**src/rtl/encoder32to5_stream_pkg.sv**
```systemverilog
// Shared constants, state encoding and helpers for the 32-to-5 streaming encoder.
package encoder32to5_stream_pkg;

    localparam int WIDTH = 32;
    localparam int IDXW  = 5;

    typedef enum logic {
        IDLE = 1'b0,
        SCAN = 1'b1
    } state_t;

    // Result is IDXW+1 bits wide so an all-ones vector (32) fits.
    function automatic logic [IDXW:0] popcount(input logic [WIDTH-1:0] vec);
        logic [IDXW:0] cnt;
        cnt = '0;
        for (int i = 0; i < WIDTH; i++) begin
            cnt = cnt + (IDXW+1)'(vec[i]);
        end
        return cnt;
    endfunction

endpackage

```
**src/rtl/encoder32to5_stream_prio_enc32.sv**
```systemverilog
// Combinational 32-bit priority encoder: index of the lowest (or highest) set bit,
// plus flags for "any bit set" and "exactly one bit set".
module prio_enc32
    import encoder32to5_stream_pkg::*;
#(
    parameter bit MSB_FIRST = 1'b0
) (
    input  logic [WIDTH-1:0] vec,
    output logic [IDXW-1:0]  idx,
    output logic             any,
    output logic             single
);

    logic [WIDTH-1:0] vec_m1;

    assign vec_m1 = vec - WIDTH'(1);
    assign any    = |vec;
    assign single = any && ((vec & vec_m1) == '0);

    // The last match in scan order wins, so scan toward the preferred end.
    always_comb begin
        idx = '0;
        if (MSB_FIRST) begin
            for (int i = 0; i < WIDTH; i++) begin
                if (vec[i]) idx = IDXW'(i);
            end
        end else begin
            for (int i = WIDTH - 1; i >= 0; i--) begin
                if (vec[i]) idx = IDXW'(i);
            end
        end
    end

endmodule

```
**src/rtl/encoder32to5_stream.sv**
```systemverilog
// Serialises a multi-hot 32-bit vector into a stream of 5-bit set-bit indices
// over valid/ready handshakes on both sides.
module encoder32to5_stream
    import encoder32to5_stream_pkg::*;
#(
    parameter bit MSB_FIRST = 1'b0
) (
    input  logic             clk,
    input  logic             rst,
    input  logic             in_valid,
    output logic             in_ready,
    input  logic [WIDTH-1:0] in_vec,
    output logic             out_valid,
    input  logic             out_ready,
    output logic [IDXW-1:0]  out_idx,
    output logic             out_last,
    output logic [IDXW:0]    pop_count,
    output logic             empty_pulse
);

    state_t           state, state_next;
    logic [WIDTH-1:0] pend, pend_next;
    logic [IDXW:0]    pop_count_next;
    logic             empty_next;

    logic [IDXW-1:0]  enc_idx;
    logic             enc_any;
    logic             enc_single;
    logic [WIDTH-1:0] clear_mask;

    prio_enc32 #(
        .MSB_FIRST (MSB_FIRST)
    ) u_prio_enc (
        .vec    (pend),
        .idx    (enc_idx),
        .any    (enc_any),
        .single (enc_single)
    );

    assign in_ready   = (state == IDLE);
    assign out_valid  = (state == SCAN) && enc_any;
    assign out_idx    = out_valid ? enc_idx : '0;
    assign out_last   = out_valid && enc_single;
    assign clear_mask = WIDTH'(1) << enc_idx;

    always_ff @(posedge clk) begin
        if (rst) begin
            state       <= IDLE;
            pend        <= '0;
            pop_count   <= '0;
            empty_pulse <= 1'b0;
        end else begin
            state       <= state_next;
            pend        <= pend_next;
            pop_count   <= pop_count_next;
            empty_pulse <= empty_next;
        end
    end

    // An all-zero vector never enters SCAN; it only raises empty_pulse.
    always_comb begin
        state_next     = state;
        pend_next      = pend;
        pop_count_next = pop_count;
        empty_next     = 1'b0;
        case (state)
            IDLE: begin
                if (in_valid) begin
                    pop_count_next = popcount(in_vec);
                    if (in_vec != '0) begin
                        pend_next  = in_vec;
                        state_next = SCAN;
                    end else begin
                        empty_next = 1'b1;
                    end
                end
            end
            SCAN: begin
                if (out_ready) begin
                    pend_next = pend & ~clear_mask;
                    if (enc_single) state_next = IDLE;
                end
            end
            default: state_next = IDLE;
        endcase
    end

endmodule

```
**config.mk**
```make
export PLATFORM = sky130hd
export DESIGN_NAME = encoder32to5_stream
export DESIGN_NICKNAME = d
export VERILOG_FILES = /design/src/rtl/encoder32to5_stream_pkg.sv /design/src/rtl/encoder32to5_stream_prio_enc32.sv /design/src/rtl/encoder32to5_stream.sv
export SDC_FILE = /design/constraint.sdc
export NUM_CORES = 1
export LEC_CHECK = 0
export ABC_CLOCK_PERIOD_IN_PS = 7500
export BUFFER_PORTS_ARGS = -buffer_cell sky130_fd_sc_hd__buf_2
export CELL_PAD_IN_SITES_DETAIL_PLACEMENT = 0
export CELL_PAD_IN_SITES_GLOBAL_PLACEMENT = 1
export CORE_MARGIN = 10
export CORE_UTILIZATION = 43
export DETAILED_ROUTE_END_ITERATION = 10
export PLACE_DENSITY_LB_ADDON = 0.1
export RECOVER_POWER = 25
export SYNTH_ARGS = -nofsm -noshare
export SYNTH_HDL_FRONTEND = slang
export SYNTH_SLANG_ARGS = --single-unit
```
**constraint.sdc**
```tcl
create_clock -name clk -period 7.5 [get_ports clk]
set_input_delay 1.5 -clock clk [delete_from_list [all_inputs] [get_ports clk]]
set_output_delay 1.5 -clock clk [all_outputs]
set_load 0.01 [all_outputs]
```
Yosys cells after proc, flatten, opt, wreduce, memory -nomap -nowiden:

Index checks and enable logic that the tools add are counted.

* eq/ne operators: 3
* add/subtract/negate cells: 32
* reductions and logical operators: 9
* shifts and indexed selects: 1
* multiplexer cells: 43
* bitwise operators: 5

Operators with widths (number)
* $mux 5: 33
* $add 6x1->6: 26
* $mux 32: 3
* $and 32x32->32: 2
* $pmux 32 s2: 1
* $logic_not 32->1: 1
* $not 32->32: 1
* $reduce_bool 32->1: 1
* $reduce_or 32->1: 1
* $shl 1x5->32 const A: 1
* $sub 32x1->32 const B: 1
* $add 5x1->6: 1
* $add 4x1->5: 1
* $mux 1: 5
* $add 3x1->4: 1
* $ne 2x2->1 const B: 2
* $add 2x1->3: 1
* $logic_and 1x1->1: 3
* $reduce_and 3->1: 1
* $reduce_or 3->1: 1
* $add 1x1->2: 1
* $ne 2x1->1 const B: 1
* $not 1->1: 2
* $pmux 1 s2: 1
* $reduce_and 2->1: 1

* logic and storage cells: 97
* input bits: 36
* output and inout bits: 15
* register bits after elaboration: 40

Logic depth before layout (Yosys ltp):

* depth after elaboration: 37
* depth in mapped cells: 19
* depth with buffers taken out: 19

By module:

Synthesis repeated with hierarchy kept, for this count alone.

* cell total of the unflattened synthesis: 479
* area, all modules: 3803.6 um^2

Modules (own cells, without submodules)
* encoder32to5_stream: sequential area each 800.8 um^2, instances 1, cells an instance 365, area an instance 3089.2 um^2
* prio_enc32: sequential area each 0.0 um^2, instances 1, cells an instance 114, area an instance 714.4 um^2

Worst setup path before layout:

No wires, ideal clock.

* path type: in2reg
* start: input in_vec[11]
* end: register pop_count[4]
* setup slack: 1781 ps
* data required time: 7430 ps
* setup time: 70 ps
* buffers on the path: 0
* arrival time: 5649 ps
* stages on the path: 19
* cell sequence: fa_1 inv_1 fa_1 inv_1 fa_1 fa_1 fa_1 inv_1 fa_1 inv_1 ha_1 inv_1 fa_1 inv_1 a21o_1 a21oi_1 xnor2_1 nand2_1 a21oi_1

* longest elaborated chain between the ends: 21

RTL lines
* start, declared: line encoder32to5_stream.sv:12 `input logic [WIDTH-1:0] in_vec,`
* $add 6x1->6 (21 in a row): line encoder32to5_stream_pkg.sv:17 `cnt = cnt + (IDXW+1)'(vec[i]);`
* end signal, assigned: line encoder32to5_stream.sv:55 `pop_count <= pop_count_next;`
* end, declared: line encoder32to5_stream.sv:17 `output logic [IDXW:0] pop_count,`

Every way passes these cells.
A chain may end at the register's enable or synchronous reset.

Worst setup path in the final report:

* start: input in_vec[17]
* end: register pop_count[4]

* longest elaborated chain between the ends: 15

RTL lines (line)
* $add 6x1->6 (15 in a row): encoder32to5_stream_pkg.sv:17

Every way passes these cells.

==> results_dict.tcl <==
set metrics [dict create \
    outcome "finished, final reports clean" \
    ctsResizeCount 0 \
    drcViolationCount 0 \
    yosys-top-cells-count "45 x nand2_1, 43 x a21oi_1, 40 x dfxtp_1, 35 x inv_1, 28 x nor2_1" \
    grt_start_max_net_pins 41 \
    worstReg2RegStart "state" \
    place_congestion 0.8740 \
    start_util_pct 44.28 \
    drt-total-wl_mm 11.69 \
    worstPathCellList "buf_2 -> fa_1 -> fa_1 -> inv_1 -> fa_1 -> inv_1 -> fa_1 -> fa_1 -> inv_1 -> fa_1 -> inv_1 -> ha_1 -> inv_1 -> fa_1 -> inv_1 -> a21o_1 -> a21oi_1 -> xnor2_1 -> nand2_1 -> a21oi_1" \
    finalHoldViolCount 0 \
    hp-class "reg2reg" \
    diodes 0 \
    drive_gt1_share_pct 13.98 \
    setup_tns_ns 0 \
    syn_to_final_growth_pct 11.28 \
    yosysWarnings 0 \
    synth-compound-area-share_pct 27.61 \
    fin_nets 533 \
    fin_crit_ns 5.745 \
    ys_seq_elements 40 \
    netlist.area_leader.share_pct 23.28 \
    max_slew_margin_pct 13.81 \
    synth_top_cell_by_area "dfxtp_1" \
    required_ns 7.72 \
    maxSlewViolCount 0 \
    grt_antenna_before_repair 0 \
    crit_arrival_ns 5.96 \
    period_share_pct 76.61 \
    r2r_setup_slack_ns 4.61 \
    grt_pass1_wl_mm 18.76 \
    r2r_cells 8 \
    async_reset_ff_share_pct 0 \
    wl_per_cell_microns 20.62 \
    hpwl_mm 9.391 \
    skew_ns 0.006197 \
    netlist_area_sq_mm 0.003440 \
    synth_edf_count 0 \
    r2r_end "pend[18]" \
    synth_area_leaders "dfxtp_1 23%, fa_1 14%, a21oi_1 6.3%" \
    detail_route.vias_per_cell 6.205 \
    grt_pass1_vias 3446 \
    hold_buffers 0 \
    via_count 3518 \
    rsz0062_at_grt "false" \
    min_path_cells 2 \
    maxCapViolations 0 \
    critical-path-slowest-cell "fa_1" \
    leakage_uw 0.001542 \
    clock_path_buffers 2 \
    worstSkewPairLatency_ns 0.29 \
    finalSetupViolations 0 \
    fp.coreArea_sq_mm 0.007767 \
    grt.total_usage_pct 19.92 \
    grt_overflow 0 \
    drt-initial-drc-count 284 \
    endpoint_kind "register" \
    dieArea_sq_mm 0.01198 \
    clk_pin_slew_ns 0.08 \
    cts_made_buffers 5 \
    synthXorXnorAreaFrac_pct 0.7639 \
    ant_nets 0 \
    powerDensity_mw_per_mm2 296.4 \
    synth_top_family_by_area "compound AO/OA/AOI/OAI gates" \
    min_from "pop_count[5]" \
    max_freq_ghz 0.1741 \
    cts_setup_buffers 0 \
    synthAdderAreaFrac_pct 17.46 \
    cts_tree "yes" \
    ir_drop_mv 0.3799 \
    die_w_microns 109.4 \
    syn_inst 423 \
    syn_avg_cell_area_sq_um 8.131 \
    chipHeight_microns 109.4 \
    critPathMostFrequentCell "fa_1" \
    rows 32 \
    startpoint_type "input pin" \
    synth-simple-area-share_pct 22.26 \
    synth.most_common_cell "nand2_1" \
    cts_sinks 40 \
    hold_path_end "pop_count[5]" \
    synth-main-ff-cell "dfxtp_1" \
    cp_slowest_stage_delay_ns 0.53 \
    syn_nets 491 \
    path_class "in2reg" \
    muxShareOfSynthArea_pct 2.619 \
    drt_first_pass_iters 5 \
    pin_count 51 \
    ys_seq_area_share_pct 23.28 \
    power_uw 1134 \
    worstPathMaxFanout 4 \
    root_buffer "clkbuf_8" \
    portBuffers 50 \
    yosysUniqueCellTypes 63 \
    htree_levels 2 \
    worstMarginPinSlew_ns 1.293 \
]
stage by stage:
stage	hold slack [ns]	util (%)	instances	area, sq um	setup slack (ns)
floorplan	0.4761	-	423	3440	1.781
global placement	0.4387	48.53	560	3770	1.490
detailed placement	0.4517	48.53	560	3770	1.430
CTS	0.4648	49.53	567	3847	1.738
global route	0.4765	49.28	567	3827	1.497
finish	0.4621	49.28	567	3827	1.755
power breakdown:
group          leakage, uW  total [uW]  switching [uW]  internal [uW]
Combinational      0.00117         726             404            322
Clock            0.0000410         139            75.7           63.4
Sequential        0.000329         269            33.3            236
Total              0.00154        1130             513            621
area by class of cell:
cell class | count | area [sq um]
timing repair buffer | 53 | 257.7
inverter | 35 | 131.4
clock inverter | 1 | 5.005
tap | 102 | 127.6
fill | 812 | 3940
multi-input combinational | 330 | 2432
clock buffer | 6 | 72.57
sequential | 40 | 800.8
per-layer routing:
| layer | part of all wire (%) | vias up | track usage (%) |
|---|---|---|---|
| met1 | 43 | 1699 | 26.37 |
| met5 | 0 | - | 0 |
| met3 | 6.3 | 18 | 3.043 |
| met2 | 49 | 151 | 32.96 |
| li1 | - | 1650 | - |
| met4 | 1.9 | 0 | 5.483 |
logic make-up (layout without fill, tap and decap cells):
family | Yosys count | count (layout)
AND/OR/NAND/NOR | 146 | 146
buffers and inverters | 53 | 95
flip-flops | 40 | 40
multiplexers | 9 | 9
AO/OA/AOI/OAI | 138 | 138
XOR/XNOR | 3 | 3
adder cells (fa/ha/maj) | 34 | 34
state kept, by name, indices dropped and copies added (netlist names):
register and flops:
empty_pulse 1, pend 32, pop_count 6, state 1
placed cells by master, fill, tap and decap left out, drive strengths merged, types with 4 or more instances in the layout:
master	n
nor3	13
inv	35
a31oi	4
nor4	20
nor2	28
a311oi	4
nand3	4
mux2i	9
nand2b	4
nand2	45
buf	43
ha	8
o21a	4
a21o	4
fa	24
o211ai	4
o31ai	8
a211oi	13
or3	5
o21ai	26
nor2b	4
dfxtp	40
clkbuf	16
nand4	5
a21oi	43
or4	6
a2111oi	5
worst max-delay path, delay by kind of cell:
| kind | cells | cell delay, ns |
|---|---|---|
| AND/OR/NAND/NOR | 1 | 0.07 |
| AO/OA/AOI/OAI | 3 | 0.33 |
| adder cells (fa/ha/maj) | 8 | 3.47 |
| buffers and inverters | 7 | 0.47 |
| XOR/XNOR | 1 | 0.13 |
how the worst max path moves through the flow:
stage	from	to	slack (ns)	depth (start not counted)
final	in_vec[17]	pop_count[4]	1.75	20
after global routing	in_vec[11]	pop_count[4]	1.50	20
after CTS	in_vec[17]	pop_count[4]	1.74	20
after detailed placement	in_vec[11]	pop_count[4]	1.43	20
after global placement	in_vec[17]	pop_count[4]	1.49	20
after floorplan	in_vec[11]	pop_count[4]	1.78	19
(Power assumes the default switching activity.)
